### src/rtl/bootrom_reg_bridge.sv
// Boot ROM front-end: register-interface bus to a synchronous ROM macro.
// A bus word may span several ROM words; one ROM read is issued per slice
// and the slices are assembled little-endian into the response. Writes and
// out-of-range addresses are answered with an error and never touch the ROM.
module bootrom_reg_bridge #(
  parameter int unsigned AddrWidth  = 64,
  parameter int unsigned BusWidth   = 64,
  parameter int unsigned RomWidth   = 32,
  parameter int unsigned RomDepth   = 1024,
  parameter int unsigned RomLatency = 1,
  parameter logic [AddrWidth-1:0] BaseAddr = '0,
  localparam int unsigned RomAw     = $clog2(RomDepth)
) (
  input  logic                  clk_i,
  input  logic                  rst_ni,
  input  logic                  reg_valid_i,
  input  logic                  reg_write_i,
  input  logic [AddrWidth-1:0]  reg_addr_i,
  input  logic [BusWidth-1:0]   reg_wdata_i,
  input  logic [BusWidth/8-1:0] reg_wstrb_i,
  output logic                  reg_ready_o,
  output logic [BusWidth-1:0]   reg_rdata_o,
  output logic                  reg_error_o,
  output logic                  rom_req_o,
  output logic [RomAw-1:0]      rom_addr_o,
  input  logic [RomWidth-1:0]   rom_rdata_i
);

  localparam int unsigned Ratio   = BusWidth / RomWidth;
  localparam int unsigned RatioSh = $clog2(Ratio);
  localparam int unsigned ByteAw  = $clog2(BusWidth / 8);
  localparam int unsigned BeatW   = (Ratio > 1) ? $clog2(Ratio) : 1;
  localparam int unsigned CntW    = $clog2(RomLatency + 1);

  localparam logic [AddrWidth-1:0] RomBytes = AddrWidth'(RomDepth * RomWidth / 8);
  localparam logic [BeatW-1:0]     LastBeat = BeatW'(Ratio - 1);
  localparam logic [CntW-1:0]      LatLoad  = CntW'(RomLatency);

  typedef enum logic [2:0] {IDLE, REQ, WAIT, RESP, ERR} state_e;

  state_e                state_q, state_d;
  logic [BeatW-1:0]      beat_q;
  logic [CntW-1:0]       cnt_q;
  logic [RomAw-1:0]      base_q;
  logic [RomAw-1:0]      rom_addr_q;
  logic [BusWidth-1:0]   buf_q;
  logic [BusWidth-1:0]   rdata_q;
  logic [BusWidth-1:0]   asm_d;

  logic [AddrWidth-1:0]  offset;
  logic [AddrWidth-1:0]  idx_full;
  logic                  in_range;
  logic                  bad_req;
  logic                  cap;
  logic                  last;
  logic                  unused_bits;

  // Address decode: word-aligned ROM index of the first slice, plus range check.
  assign offset   = reg_addr_i - BaseAddr;
  assign idx_full = (offset >> ByteAw) << RatioSh;
  assign in_range = (reg_addr_i >= BaseAddr) && (offset < RomBytes);
  assign bad_req  = reg_write_i || !in_range;

  // Capture happens in the WAIT cycle where the counter steps from 1 to 0.
  assign cap  = (state_q == WAIT) && (cnt_q == CntW'(1));
  assign last = (beat_q == LastBeat);

  assign unused_bits = ^{reg_wdata_i, reg_wstrb_i, idx_full[AddrWidth-1:RomAw]};

  // Merge the incoming ROM word into its little-endian slot of the bus word.
  always_comb begin
    asm_d = buf_q;
    asm_d[int'(beat_q)*RomWidth +: RomWidth] = rom_rdata_i;
  end

  // State register.
  always_ff @(posedge clk_i or negedge rst_ni) begin
    if (!rst_ni) state_q <= IDLE;
    else         state_q <= state_d;
  end

  // Next-state logic.
  always_comb begin
    state_d = state_q;
    case (state_q)
      IDLE:      if (reg_valid_i) state_d = bad_req ? ERR : REQ;
      REQ:       state_d = WAIT;
      WAIT:      if (cap) state_d = last ? RESP : REQ;
      RESP, ERR: state_d = IDLE;
      default:   state_d = IDLE;
    endcase
  end

  // Datapath: beat/latency counters, ROM address, slice assembly, response word.
  always_ff @(posedge clk_i or negedge rst_ni) begin
    if (!rst_ni) begin
      beat_q     <= '0;
      cnt_q      <= '0;
      base_q     <= '0;
      rom_addr_q <= '0;
      buf_q      <= '0;
      rdata_q    <= '0;
    end else begin
      case (state_q)
        IDLE: if (reg_valid_i) begin
          beat_q <= '0;
          base_q <= idx_full[RomAw-1:0];
          if (bad_req) rdata_q    <= '0;
          else         rom_addr_q <= idx_full[RomAw-1:0];
        end
        REQ: cnt_q <= LatLoad;
        WAIT: begin
          cnt_q <= cnt_q - CntW'(1);
          if (cap) begin
            buf_q <= asm_d;
            if (last) begin
              rdata_q <= asm_d;
            end else begin
              beat_q     <= beat_q + BeatW'(1);
              rom_addr_q <= base_q + RomAw'(beat_q + BeatW'(1));
            end
          end
        end
        default: ;
      endcase
    end
  end

  // Outputs come straight from the state register or datapath registers.
  assign rom_req_o   = (state_q == REQ);
  assign rom_addr_o  = rom_addr_q;
  assign reg_ready_o = (state_q == RESP) || (state_q == ERR);
  assign reg_error_o = (state_q == ERR);
  assign reg_rdata_o = rdata_q;

endmodule

### config.mk
export PLATFORM = sky130hd
export DESIGN_NAME = bootrom_reg_bridge
export DESIGN_NICKNAME = d
export VERILOG_FILES = /design/src/rtl/bootrom_reg_bridge.sv
export SDC_FILE = /design/constraint.sdc
export NUM_CORES = 1
export LEC_CHECK = 0
export CORE_MARGIN = 1
export CORE_UTILIZATION = 42
export DETAILED_ROUTE_END_ITERATION = 6
export PLACE_DENSITY_LB_ADDON = 0.3
export SLEW_MARGIN = 20
export SYNTH_ARGS = -nofsm -noshare
export SYNTH_HDL_FRONTEND = slang
export SYNTH_SLANG_ARGS = --single-unit
### constraint.sdc
create_clock -name clk_i -period 4.7 [get_ports clk_i]
set_clock_uncertainty 0.05 [all_clocks]
set_input_delay 0.705 -clock clk_i [delete_from_list [all_inputs] [get_ports clk_i]]
set_output_delay 0.705 -clock clk_i [all_outputs]
set_load 0.02 [all_outputs]
==> metrics <==
die width 109.1 µm; fillcell total 827; Cells after Synth 350; combinational family with the most area after synthesis compound AO/OA/AOI/OAI gates; multiplexer share of the synthesized area 0.1169; Mapped Area 4817 µm²; vias in the first global route 3,849; DP Worst Slack 1.219 ns; Post-Route WL 11,940 µm; maximum capacitance violations 0; Die Y 109.1 µm; die area 11,900 µm²; Pleak 3.098 nW; RSZ-0062 raised after global routing no; crit path launch type input pin; adder-cell area share of the yosys netlist 0.002597; drt drc 0; worst skew pair latency 0.40 ns; CTS root buffer clkbuf_16; Initial Utilization 0.4386; nets 698; Netlist cell types 32; Worst-Margin Slew 0.9545 ns; num ports 249; clk buf depth 2; Cell Area, Placed 6633 µm²; vias post-DR 3,610; # rows 38; Vias/cell 5.332; Synth Area in Compound Gates 0.1478; initial antenna violation count 0; RePlAce Congestion 0.8632; Post-Route Setup TNS 0 ns; Peak Freq 325.3 MHz; crit end category register; Max-slew headroom 0.3588; Simple-Gate Fraction of Synth Area 0.06545; Hold Slack 0.1807 ns; core area 10,980 µm²; Mapped Nets 523; largest net degree at the start of global routing 65; CP Class in -> reg; Avg Synthesized Cell Area 13.76 µm²; 1st-iter DRT viols 165; final cell count without fillers 677; Post-CTS Resized 0; Power Dens Cells 541.9 nW/µm²; Max IR drop VDD 0.3041 mV; first-pass GRT wire length 19,180 µm; final hold violation count 0; crit path time final 3.074 ns; crit share post-route 0.6541; Pre-antenna DRT Iters 5; register bit total from synthesis 120; Syn-to-layout area delta 50.68%; worst path required time 4.98 ns; CP arrival 3.36 ns; fin. max-slew vios 0; peak fanout along the critical path 64; Post-DP HPWL 8207 µm; CTS Buf Count 17; Synth Area in XOR/XNOR 0.01273; share of cells above drive strength 1 0.1713; GR Util All Layers 0.2169; run status complete, no violations; final antenna-violating net count 0; post-CTS repair timing setup buffer count 0; port bufs 173; CTS Hold Buffers Added 0; Min-Delay Path Class in -> async; per-cell routed wire length 17.64 µm; ANT cells 0; H-tree depth 4; global route overflow 0; final setup margin 1.626 ns; Clock Sinks 120; Seq/Total Area, Yosys 0.6234; CTS tree yes; Cells after DPL 646; design area 7258 µm²; Yosys Warn Count 0; Reg clk slew, reported paths 0.06 ns; # setup viols final 0; Reg2Reg Depth 6
-- area by class of cell --
cell class                 instances  area [µm²]  share of cell area
timing repair buffer             180        1782              0.2455
sequential                       120        3003              0.4137
clock inverter                    14       200.2             0.02758
tap                              140       175.2             0.02413
multi-input combinational        206        1673              0.2305
clock buffer                      17       425.4             0.05861
-- metal layers --
metal	GRT usage	vias to the layer above	routed length (µm)
met3	0.06814	18	821
met4	0.09942	0	284
met5	0	-	0
met1	0.2621	1785	4949
li1	-	1652	-
met2	0.3531	155	5886
-- cells in the final DEF, fill, tap and decap left out, drive strengths merged --
cell | netlist | layout
inv | 0 | 2
nand4 | 4 | 4
o22a | 1 | 1
bufinv | 0 | 4
nor3 | 3 | 3
nor2b | 1 | 1
a22o | 64 | 64
clkinv | 0 | 6
ha | 1 | 1
a21o | 1 | 1
a21oi | 8 | 8
a21boi | 2 | 2
mux2 | 50 | 50
nand2b | 2 | 2
xor2 | 2 | 2
clkinvlp | 0 | 2
o21ai | 7 | 7
or4 | 1 | 1
o21bai | 1 | 1
clkbuf | 6 | 17
dfrtp | 120 | 120
nand2 | 16 | 16
nor4 | 12 | 12
xnor2 | 5 | 5
or3 | 1 | 1
buf | 18 | 8
nand3 | 4 | 4
o221ai | 1 | 1
and3 | 2 | 2
nor3b | 3 | 3
nor2 | 14 | 14
clkdlybuf4s50 | 0 | 172
-- flip-flops by register name (all words and copies together), names as in the netlist --
name,count
beat_q,1
base_q,9
rom_addr_o,10
buf_q,32
state_q,3
cnt_q,1
reg_rdata_o,64
-- worst max-delay path, cell delays in order --
cell,delay [ns]
clkdlybuf4s50_1,0.39
nor4_1,0.37
nand4_1,0.14
or4_1,0.68
o221ai_4,0.18
buf_4,0.57
a22o_1,0.24
-- path summary, 6_finish.rpt --
path	start	endpoint	slack, ns
hold reg to reg	buf_q[6]	buf_q[6]	0.44
hold / removal	rst_ni	reg_rdata_o[56]	0.18
setup / recovery	reg_addr_i[63]	reg_rdata_o[10]	1.63
min in group clk_i	buf_q[6]	buf_q[6]	0.44
max in group asynchronous	rst_ni	reg_rdata_o[4]	3.49
setup reg to reg	state_q[2]	buf_q[16]	1.98
-- through the flow --
step / power [mW] / utilization
finish: 3.934 / 0.6609
global route: 4.140 / 0.6609
CTS: 3.972 / 0.6609
detailed placement: 2.589 / 0.6039
global placement: 2.546 / 0.6039
floorplan: 2.218 / -
-- Yosys cell counts --
library cell,count,area [µm²]
dfrtp_1,120,3003
a22o_1,64,560.5
mux2_2,49,551.8
nand2_1,16,60.06
nor2_1,14,52.55
nor4_1,12,75.07
buf_2,9,45.04
a21oi_1,7,35.03
o21ai_0,7,35.03
clkbuf_1,6,22.52
buf_4,5,37.54
xnor2_1,5,43.79
buf_6,4,45.04
nand3_1,4,20.02
nand4_1,4,25.02
nor3_1,3,15.01
nor3b_1,3,22.52
and3_1,2,12.51
nand2b_1,2,12.51
xor2_1,2,17.52
a21boi_0,1,7.510
a21boi_1,1,7.510
a21o_1,1,7.510
a21oi_4,1,16.27
ha_1,1,12.51
mux2_1,1,11.26
nor2b_1,1,6.260
o21bai_1,1,7.510
o221ai_4,1,26.28
o22a_1,1,8.760
or3_1,1,6.260
or4_1,1,7.510
-- kinds of logic (layout without fill, tap and decap cells) --
group	after synthesis	count (layout)
compound gates	85	85
fa+ha+maj	1	1
simple gates	63	63
buf+inv	24	211
mux	50	50
xor+xnor	7	7
flops	120	120
-- report_power, final --
| group | internal (mW) | total, mW | switching (mW) |
|---|---|---|---|
| logic | 0.568 | 1.09 | 0.524 |
| clock network | 0.890 | 1.36 | 0.472 |
| registers | 1.30 | 1.48 | 0.182 |
| total | 2.75 | 3.93 | 1.18 |
Note: power is estimated with default switching activity, not from simulation.
